==> config.mk <==
export PLATFORM = sky130hd
export DESIGN_NAME = stack_mc_core
export DESIGN_NICKNAME = d
export VERILOG_FILES = /design/src/rtl/mc_stack_pkg.sv /design/src/rtl/mc_stack_file.sv /design/src/rtl/stack_mc_core.sv
export SDC_FILE = /design/constraint.sdc
export NUM_CORES = 1
export LEC_CHECK = 0
export CAP_MARGIN = 0
export CORE_ASPECT_RATIO = 0.8
export CORE_MARGIN = 2
export CORE_UTILIZATION = 35
export DETAILED_ROUTE_END_ITERATION = 12
export GPL_ROUTABILITY_DRIVEN = 0
export PLACE_DENSITY = 0.54
export SYNTH_ARGS = -nofsm -noshare
export SYNTH_HDL_FRONTEND = slang
export SYNTH_HIERARCHICAL = 1
export SYNTH_SLANG_ARGS = --single-unit
==> constraint.sdc <==
create_clock -name clk -period 4.25 [get_ports clk]
set_input_delay 0.85 -clock clk [delete_from_list [all_inputs] [get_ports clk]]
set_output_delay 0.85 -clock clk [all_outputs]
set_load 0.05 [all_outputs]
==> src/rtl/mc_stack_pkg.sv <==
// Shared opcode, FSM state and instruction-field definitions for the multicycle stack core.
package mc_stack_pkg;

    localparam int OP_W = 3;

    localparam logic [2:0] OP_ADD  = 3'b000;
    localparam logic [2:0] OP_SUB  = 3'b001;
    localparam logic [2:0] OP_AND  = 3'b010;
    localparam logic [2:0] OP_NOT  = 3'b011;
    localparam logic [2:0] OP_PUSH = 3'b100;
    localparam logic [2:0] OP_POP  = 3'b101;
    localparam logic [2:0] OP_JMP  = 3'b110;
    localparam logic [2:0] OP_JZ   = 3'b111;

    localparam int ST_W = 4;
    localparam logic [3:0] S_FETCH  = 4'd0;
    localparam logic [3:0] S_DECODE = 4'd1;
    localparam logic [3:0] S_POP_B  = 4'd2;
    localparam logic [3:0] S_POP_A  = 4'd3;
    localparam logic [3:0] S_EXEC   = 4'd4;
    localparam logic [3:0] S_LOAD   = 4'd5;
    localparam logic [3:0] S_STORE  = 4'd6;
    localparam logic [3:0] S_HALT   = 4'd7;
    localparam logic [3:0] S_ERROR  = 4'd8;

    // Opcode lives in the top OP_W bits of the instruction word.
    function automatic int op_lsb(input int data_w);
        return data_w - OP_W;
    endfunction

    function automatic logic is_binop(input logic [2:0] op);
        return (op == OP_ADD) || (op == OP_SUB) || (op == OP_AND);
    endfunction

endpackage

==> src/rtl/mc_stack_file.sv <==
// Operand stack: DEPTH x DATA_W storage plus stack pointer.
// MC_STACK_CHECK_EN selects a 0..DEPTH pointer; otherwise the pointer wraps modulo DEPTH.
module mc_stack_file
    import mc_stack_pkg::*;
#(
    parameter int DATA_W = 8,
    parameter int DEPTH  = 8,
    parameter int SPW    = $clog2(DEPTH) + 1
) (
    input  logic              clk,
    input  logic              rst,
    input  logic              push,
    input  logic              pop,
    input  logic [DATA_W-1:0] wdata,
    output logic [DATA_W-1:0] top,
    output logic [SPW-1:0]    sp,
    output logic              full,
    output logic              empty
);

    localparam int IW = SPW - 1;

    logic [DATA_W-1:0] mem [DEPTH];
    logic [IW-1:0]     idx;
    logic [IW-1:0]     idx_m1;
    logic [SPW-1:0]    sp_inc;
    logic [SPW-1:0]    sp_dec;

    assign idx    = sp[IW-1:0];
    assign idx_m1 = idx - 1'b1;
    assign top    = mem[idx_m1];
    assign full   = (sp == SPW'(DEPTH));
    assign empty  = (sp == '0);

`ifdef MC_STACK_CHECK_EN
    assign sp_inc = sp + 1'b1;
    assign sp_dec = sp - 1'b1;
`else
    // Pointer stays inside 0..DEPTH-1, so over-pushes overwrite the oldest slot.
    assign sp_inc = {1'b0, idx + 1'b1};
    assign sp_dec = {1'b0, idx_m1};
`endif

    // Contents are deliberately left uncleared by reset.
    always_ff @(posedge clk) begin
        if (push && !rst)
            mem[idx] <= wdata;
    end

    always_ff @(posedge clk) begin
        if (rst)
            sp <= '0;
        else if (push)
            sp <= sp_inc;
        else if (pop)
            sp <= sp_dec;
    end

endmodule

==> src/rtl/stack_mc_core.sv <==
// Multicycle stack-machine core driving a single-port word memory.
// MC_STACK_CHECK_EN enables stack underflow/overflow trapping into the ERROR state.
module stack_mc_core
    import mc_stack_pkg::*;
#(
    parameter int DATA_W = 8,
    parameter int ADDR_W = 5,
    parameter int DEPTH  = 8
) (
    input  logic              clk,
    input  logic              rst,
    output logic [ADDR_W-1:0] mem_addr,
    output logic [DATA_W-1:0] mem_wdata,
    output logic              mem_we,
    input  logic [DATA_W-1:0] mem_rdata,
    output logic              Done,
    output logic              err
);

    localparam int SPW    = $clog2(DEPTH) + 1;
    localparam int OP_LSB = op_lsb(DATA_W);

`ifdef MC_STACK_CHECK_EN
    localparam logic CHK = 1'b1;
`else
    localparam logic CHK = 1'b0;
`endif

    logic [ST_W-1:0]   state;
    logic [ADDR_W-1:0] pc;
    logic [2:0]        op;
    logic [ADDR_W-1:0] ir_addr;
    logic [DATA_W-1:0] a;
    logic [DATA_W-1:0] b;
    logic [DATA_W-1:0] alu;
    logic [DATA_W-1:0] top;
    logic [SPW-1:0]    sp;
    logic              full;
    logic              empty;
    logic              push;
    logic              pop;
    logic              uf1;
    logic              uf2;
    logic              ovf;

    assign uf1 = CHK && empty;
    assign uf2 = CHK && (sp < SPW'(2));
    assign ovf = CHK && full;

    assign push = (state == S_EXEC) || (state == S_LOAD);
    assign pop  = (state == S_POP_B) || (state == S_POP_A) || (state == S_STORE);

    mc_stack_file #(.DATA_W(DATA_W), .DEPTH(DEPTH), .SPW(SPW)) u_stack (
        .clk   (clk),
        .rst   (rst),
        .push  (push),
        .pop   (pop),
        .wdata (state == S_LOAD ? mem_rdata : alu),
        .top   (top),
        .sp    (sp),
        .full  (full),
        .empty (empty)
    );

    always_comb begin
        alu = ~a;
        case (op)
            OP_ADD:  alu = a + b;
            OP_SUB:  alu = a - b;
            OP_AND:  alu = a & b;
            default: alu = ~a;
        endcase
    end

    assign mem_addr  = (state == S_LOAD || state == S_STORE) ? ir_addr : pc;
    assign mem_wdata = top;
    // Reset in the STORE cycle must suppress the write committing on that edge.
    assign mem_we    = (state == S_STORE) && !rst;
    assign Done      = (state == S_HALT) || (state == S_ERROR);
    assign err       = CHK && (state == S_ERROR);

    always_ff @(posedge clk) begin
        if (rst) begin
            state <= S_FETCH;
            pc    <= '0;
        end else begin
            case (state)
                S_FETCH: begin
                    op      <= mem_rdata[OP_LSB +: OP_W];
                    ir_addr <= mem_rdata[ADDR_W-1:0];
                    pc      <= pc + 1'b1;
                    state   <= S_DECODE;
                end
                S_DECODE: begin
                    case (op)
                        OP_NOT:  state <= uf1 ? S_ERROR : S_POP_A;
                        OP_PUSH: state <= ovf ? S_ERROR : S_LOAD;
                        OP_POP:  state <= uf1 ? S_ERROR : S_STORE;
                        OP_JMP: begin
                            if (ir_addr == pc - 1'b1) begin
                                state <= S_HALT;
                            end else begin
                                pc    <= ir_addr;
                                state <= S_FETCH;
                            end
                        end
                        OP_JZ: begin
                            if (uf1) begin
                                state <= S_ERROR;
                            end else begin
                                if (top == '0)
                                    pc <= ir_addr;
                                state <= S_FETCH;
                            end
                        end
                        default: state <= (is_binop(op) && uf2) ? S_ERROR : S_POP_B;
                    endcase
                end
                S_POP_B: begin
                    b     <= top;
                    state <= S_POP_A;
                end
                S_POP_A: begin
                    a     <= top;
                    state <= S_EXEC;
                end
                S_EXEC, S_LOAD, S_STORE: state <= S_FETCH;
                default: state <= state;
            endcase
        end
    end

endmodule

==> Flow_metrics.wiki <==
{| class="wikitable"
! Metric !! Value
|-
| Hold Path Sink || pc[4]
|-
| Die Y || around 110 um
|-
| Highest net fanout along the worst path || 16
|-
| Core ar. || 13700 sq um
|-
| Area occupied by multi-input gates || ~2000 sq um
|-
| Largest net degree at the start of global routing || 19
|-
| FF-to-FF Start || u_stack/sp[0]
|-
| Endpoint of the worst register-to-register path || pc[4]
|-
| Setup repair after global routing missed its margin || false
|-
| FP Rows || 38
|-
| Area taken by flip-flops and latches || about 2900 sq um
|-
| Synth Cell Area || 4970 sq um
|-
| Critical Path RT || about 3.4 ns
|-
| Final worst path period share || between 90 and 100%
|-
| Leakage power || between 0.0015 and 0.002 uW
|-
| Antenna violations before repair || 0
|-
| Category of the worst setup path capture point || output port
|-
| Number of max-slew violations in the final report || 0
|-
| Number of levels in the clock H-tree || 3
|-
| Overall die area || 15200 sq um
|-
| Worst setup path category || flip-flop to output port
|-
| Depth of the most critical reg-to-reg path || 12
|-
| Maximum buffer depth of the clock tree || 2
|-
| Starting density of the core || between 30% and 40%
|-
| Wire length of the first global-routing pass || between 15 and 20 mm
|-
| Sinks on the clock net || 99
|-
| Switching component of the power || 1190 uW
|-
| Total Routing Usage GR || roughly 15%
|-
| Cts bufs inserted || 9
|-
| Hold depth || 2
|-
| Number of vias per cell || 5.24
|-
| I/O pin count || 26
|-
| Count of antenna-violating nets left after detailed routing || 0
|-
| Die extent in x || between 100 and 150 um
|-
| Total via count after detailed routing || just over 3000
|-
| Number of nets at the end of the flow || 418
|-
| Synthesized net count || a little under 400
|-
| Filler instances || between 1000 and 1500
|-
| Crit start category || flip-flop
|-
| Clock transition at the register clock pins on the worst setup and hold paths after CTS || around 0.070 ns
|-
| Share of total power consumed by net switching || a little over a third
|-
| DRC violations left || 0
|-
| Detailed router's first-iteration violation count || 141
|-
| Overall overflow remaining after global route || 0
|-
| Highest achievable clock rate || 245 MHz
|-
| Final setup violation count || 0
|-
| Slew HR || 36.6%
|-
| Synthesis warning total || 6
|-
| CP arrival || between 3 and 4 ns
|-
| Clock insertion delay at the later pin of the skew report || 0.34 ns
|-
| Root buf cell || clkbuf_16
|-
| Area growth from synthesis to layout || 15.4%
|-
| Max Cap Viol || 0
|-
| Half-perimeter wire length after placement || between 7 and 8 mm
|-
| Total power density per cell area || between 500 and 600 nW/um^2
|-
| Peak supply drop || ~0.34 mV
|-
| Average routed wire per standard cell || 18.2 um
|-
| Sequential group share of total power || ~37%
|-
| Post-Synthesis Cells || 364
|-
| HP Start || pc[4]
|-
| Routed WL || 10.5 mm
|-
| Sum of internal, switching and leakage power || around 3400 uW
|-
| Number of global-route vias before repair || 2957
|-
| Final critical delay including setup and external delays || between 4 and 5 ns
|-
| Worst setup skew after layout || 0.00943 ns
|-
| Crit path launch || u_stack/sp[0]
|-
| Minimum setup slack among reg-to-reg paths || 0.50 ns
|-
| Post-Syn Area per Cell || ~14 sq um
|-
| Input/output buffers || 24
|-
| Post-CTS setup buffers || 0
|-
| Antenna cells || 0
|-
| Logic pwr share || between 30% and 40%
|-
| Slew at the pin with the worst max-slew slack || 0.948 ns
|-
| Internal Pwr Total || ~2200 uW
|-
| Result of the run || finished clean
|-
| Class of the worst hold path || flip-flop to flip-flop
|-
| Hold Violations, Final || 0
|-
| CTS tree || done
|-
| Setup TNS || 0 ns
|-
| Layout cells sized above 1 || between 10% and 20%
|-
| Clock share of power || 25.1%
|-
| First-pass detailed-route iteration total || 4
|}
-- timing repair --
action                                 CTS  global route
setup endpoints to repair                0             3
gates resized for setup                  0             1
hold buffers                             0             0
endpoints found under the hold margin    0             0
-- registers in the layout, summed over array words and instances (netlist names) --
| register | flops |
|---|---|
| u_stack/mem | 64 |
| a | 8 |
| b | 8 |
| ir_addr | 5 |
| pc | 5 |
| op | 3 |
| state | 3 |
| u_stack/sp | 3 |
-- power groups by stage --
stage	Sequential (uW)	Combinational, uW	Clock, uW
6_report	1260	1260	840
5_1_grt	1270	1360	896
4_1_cts	1260	1270	859
3_5_place_dp	1280	1260	0
3_3_place_gp	1280	1250	0
2_1_floorplan	1240	958	0
-- cells in the final DEF, fill, tap and decap left out, types with 6 or more instances in the layout --
master / instances
a221oi_1: 7
clkbuf_16: 9
a21oi_1: 17
inv_1: 12
dfxtp_1: 11
nand2_1: 12
clkdlybuf4s50_1: 21
mux2_2: 15
nor2_1: 35
ha_1: 13
xor2_1: 6
nand3_1: 11
mux4_1: 15
xnor2_1: 17
nor3_1: 14
buf_4: 13
edfxtp_1: 88
o21ai_0: 13
-- layer usage --
metal | vias up | part of all wire [%] | global-route usage (%)
li1 | 1463 | - | -
met1 | 1491 | 52 | 22.5
met2 | 58 | 43 | 21.0
met4 | 0 | 0.74 | 3.51
met3 | 9 | 4.5 | 3.58
met5 | - | 0 | 0
-- through the flow --
step	area, sq um	hold WS, ns	std cells	util [%]	setup WS (ns)
finish	5740	0.572	577	41.9	0.175
floorplan	4970	0.511	364	-	0.345
detailed placement	5430	0.556	562	39.6	0.445
CTS	5730	0.566	577	41.9	0.116
global placement	5430	0.552	562	39.6	0.538
global route	5740	0.610	577	41.9	0.0548
-- how the worst max path moves through the flow --
stage	to	slack [ns]	cells after the start
global route	mem_wdata[7]	0.05	7
floorplan	pc[3]	0.35	13
detailed placement	pc[4]	0.44	11
CTS	mem_wdata[7]	0.12	6
finish	mem_wdata[7]	0.17	7
global placement	pc[4]	0.54	11
-- cell type report --
class	count	area share, %
clock buffers	9	3.93
repair buffers	34	5.37
flip-flops and latches	99	49.9
well taps	180	3.93
multi-input cells	236	34.6
inverters	13	0.851
clock inverters	6	1.40
-- worst max-delay path, stage by stage (launching register included) --
cell and delay (ns):
dfxtp_1 0.42, inv_1 0.10, ha_1 0.27, xor2_4 0.14, buf_4 0.31, mux4_1 0.59
mux2_2 0.33, clkdlybuf4s50_1 0.72
(Power assumes the default switching activity.)
==> patch 1, RTL diff (same settings) <==
Put a register stage on the outputs `mem_addr`, `mem_wdata`, `mem_we`, `Done` and `err`, cleared by the reset. The values now appear one clock later.
--- a/src/rtl/stack_mc_core.sv
+++ b/src/rtl/stack_mc_core.sv
@@ -74,8 +74,18 @@
 
-    assign mem_addr  = (state == S_LOAD || state == S_STORE) ? ir_addr : pc;
-    assign mem_wdata = top;
     // Reset in the STORE cycle must suppress the write committing on that edge.
-    assign mem_we    = (state == S_STORE) && !rst;
-    assign Done      = (state == S_HALT) || (state == S_ERROR);
-    assign err       = CHK && (state == S_ERROR);
+    always_ff @(posedge clk) begin
+        if (rst) begin
+            mem_addr  <= '0;
+            mem_wdata <= '0;
+            mem_we    <= '0;
+            Done      <= '0;
+            err       <= '0;
+        end else begin
+            mem_addr  <= (state == S_LOAD || state == S_STORE) ? ir_addr : pc;
+            mem_wdata <= top;
+            mem_we    <= (state == S_STORE) && !rst;
+            Done      <= (state == S_HALT) || (state == S_ERROR);
+            err       <= CHK && (state == S_ERROR);
+        end
+    end
 
Function: changed (Yosys sat finds a counterexample within 4 cycles, from zero or initial values and one cycle with rst high).
==> patch 1 against the unedited design <==
Die area is 8.4% higher. Cell area grew 13%. Non-clock buffer count is 1 higher. Critical path depth rose by 5. Count of clock-buffer cells in the layout rose by 14. Worst setup slack better by 0.40 ns. Fmax is 11% higher. Wire length rose by 7.6%. Clock power grew 73%. Register-to-register slack improved by 0.07 ns. Sequential cell count grew 15. Total power increased by 2.6%. Synthesized area is 8.7% higher. Critical path type is now flop to flop. Largest power group is now the clock network.
==> patch 1: results (changes against the unedited design) <==
status: "completed"  # unchanged
clkLatencyLatePin_ns: 0.41  # was 0.34 ns
wl_met3_um: 570  # was 468 um
power.switching_uw: 938  # was 1.19 mW
cp.arrival_ns: 3.96  # was 3.23 ns
grt_pass1_vias: 3203  # was 2,957
drt_wl_total_um: 11300  # was 10,500 um
htreeDepth: 4  # was 3
nets: 460  # was 418
grtUsageMet1_pct: 21.1  # was 22.5%
numCtsBuffers: 17  # was 9
n_fill_cell: 1356  # was 1,263
cp_top_family: "simple AND/OR/NAND/NOR gates"  # was buffers and inverters
dr.first_iter.drc_count: 397  # was 141
firstDrtPassIters: 5  # was 4
p_leak_nw: 2.28  # was 1.95 nW
finalClockSkew_ns: 0.0152  # was 0.00943 ns
grt_util_all_layers_pct: 14.5  # was 14.7%
crit_slowest_cell: "mux4_1"  # was clkdlybuf4s50_1
synth_nets: 424  # was 389
worst_slew_pin_slew_ns: 1.03  # was 0.948 ns
vias: 3329  # was 3,021
dr_wl_met2_um: 4960  # was 4520 um
grt_use_met3_pct: 3.75  # was 3.58%
grt_max_degree: 27  # was 19
use_met2_pct: 21.2  # was 21.0%
[patch 1: power groups by stage]
stage / logic, mW / registers (mW) / clock network (mW)
after floorplan: 0.430 / 1.42 / 0
after global placement: 0.647 / 1.36 / 0
after detailed placement: 0.655 / 1.36 / 0
after CTS: 0.659 / 1.34 / 1.47
after global routing: 0.710 / 1.35 / 1.52
final: 0.653 / 1.34 / 1.45
[patch 1: area by class of cell]
class | count | area (um^2) | area share (%)
multi-input cells | 252 | 2030 | 31.4
clock inverters | 9 | 76.3 | 1.18
inverters | 15 | 56.3 | 0.871
well taps | 210 | 263 | 4.07
clock buffers | 23 | 553 | 8.56
flip-flops and latches | 114 | 3160 | 48.9
repair buffers | 35 | 323 | 4.99
diodes | 1 | 2.50 | 0.0387
[patch 1: metrics by stage]
stage	cells	setup WS, ns	power [mW]	cell area (um^2)	hold slack, ns
after global placement	626	0.667	2.01	5830	0.556
after CTS	658	0.493	3.47	6460	0.565
final	659	0.571	3.44	6460	0.574
after global routing	658	0.214	3.57	6460	0.604
after detailed placement	626	0.552	2.02	5830	0.560
after floorplan	399	0.684	1.85	5400	0.510
[patch 1: worst reg2reg max path: stages (launching register included)]
cell      delay, ns
dfxtp_1        0.41
inv_1          0.08
ha_1           0.27
xor2_4         0.13
buf_4          0.28
mux4_1         0.59
mux2_2         0.32
nor4_1         0.44
a21oi_1        0.16
nor3_1         0.29
nand2_2        0.19
a221oi_1       0.30
a311oi_1       0.08
[patch 1: final timing paths]
check / endpoint / startpoint / slack, ns / cells past startpoint
max reg2reg: pc[1] / u_stack/sp[0] / 0.57 / 12
min reg2reg: pc[1] / pc[1] / 0.57 / 2
max: pc[1] / u_stack/sp[0] / 0.57 / 12
min: pc[1] / pc[1] / 0.57 / 2
==> patch 2, RTL diff (same flow settings) <==
Without the edit above. Build with the macro `MC_STACK_CHECK_EN` defined.
--- a/src/rtl/mc_stack_file.sv
+++ b/src/rtl/mc_stack_file.sv
@@ -2,2 +2,4 @@
 // MC_STACK_CHECK_EN selects a 0..DEPTH pointer; otherwise the pointer wraps modulo DEPTH.
+`define MC_STACK_CHECK_EN
+
 module mc_stack_file
Check against the original RTL: not equivalent (Yosys sat finds a counterexample within 4 cycles, from zero or initial values and one cycle with rst high).
==> patch 2 against the unedited design <==
Sequential power rose by 17%. Synthesized area up 5.4%. Worst setup slack gained 0.34 ns. Total power increased by 37%. Sequential cell count is 2 higher. Cell area is 4.1% higher. Wire length rose by 14%. Global-route usage increased by 0.90 points. Die area up 5.3%. Synthesized cell count is 12% higher. Core utilization down 0.53 points. Combinational power rose by 83%. Critical path type is now flop to flop. Critical endpoint is now u_stack/mem[6][6]. Largest cell class unchanged.
==> patch 2: results (changes against the unedited design) <==
status: "completed"  # unchanged
finalClockSkew_ns: 0.00810  # was 0.00943 ns
ir_drop_mv: 0.229  # was 0.342 mV
drt_wl_total_um: 12000  # was 10,500 um
dp.cells: 613  # was 562
wl_met3_um: 568  # was 468 um
layout-drive-gt1-share_pct: 16.4  # was 14.6%
p_leak_nw: 2.01  # was 1.95 nW
placed_area_um2: 5670  # was 5430 um^2
critPathKind: "flop to flop"  # was flop to output port
buffer_area_share_pct: 5.36  # was 5.37%
avgSynthCellArea_um2: 12.8  # was 13.7 um^2
crit_fanout: 15  # was 16
via_per_inst: 5.47  # was 5.24
firstDrtPassIters: 5  # was 4
grt_max_degree: 23  # was 19
nets: 467  # was 418
dr_wl_met2_um: 5470  # was 4520 um
cp.arrival_ns: 3.76  # was 3.23 ns
register_area_um2: 2900  # was 2860 um^2
worst_slew_pin_slew_ns: 0.968  # was 0.948 ns
dr.first_iter.drc_count: 324  # was 141
grt_pass1_wl_um: 19100  # was 16,800 um
r2r_cells: 9  # was 12
port_buffers: 25  # was 24
vias: 3443  # was 3,021
clkSinkCount: 101  # was 99
cp_top_family: "compound AO/OA/AOI/OAI gates"  # was buffers and inverters
[patch 2: where the power goes]
| part | internal (mW) | switching [mW] |
|---|---|---|
| Combinational | 0.901 | 1.40 |
| Clock | 0.416 | 0.399 |
| Sequential | 1.32 | 0.162 |
[patch 2: worst min-delay path by stage]
stage	startpoint	endpoint	depth (start not counted)
6_report	pc[1]	pc[1]	2
5_1_grt	pc[3]	pc[3]	2
4_1_cts	pc[1]	pc[1]	2
3_5_place_dp	pc[1]	pc[1]	2
3_3_place_gp	pc[4]	pc[4]	2
2_1_floorplan	pc[1]	pc[1]	2
[patch 2: stage by stage]
stage,hold slack [ns],worst slack [ns],utilization (%),total power [mW]
final,0.580,0.510,41.4,4.60
after floorplan,0.504,0.547,-,3.22
after global placement,0.554,0.603,39.3,3.79
after CTS,0.577,0.542,41.4,4.63
after global routing,0.594,0.224,41.4,4.88
after detailed placement,0.567,0.548,39.3,3.81
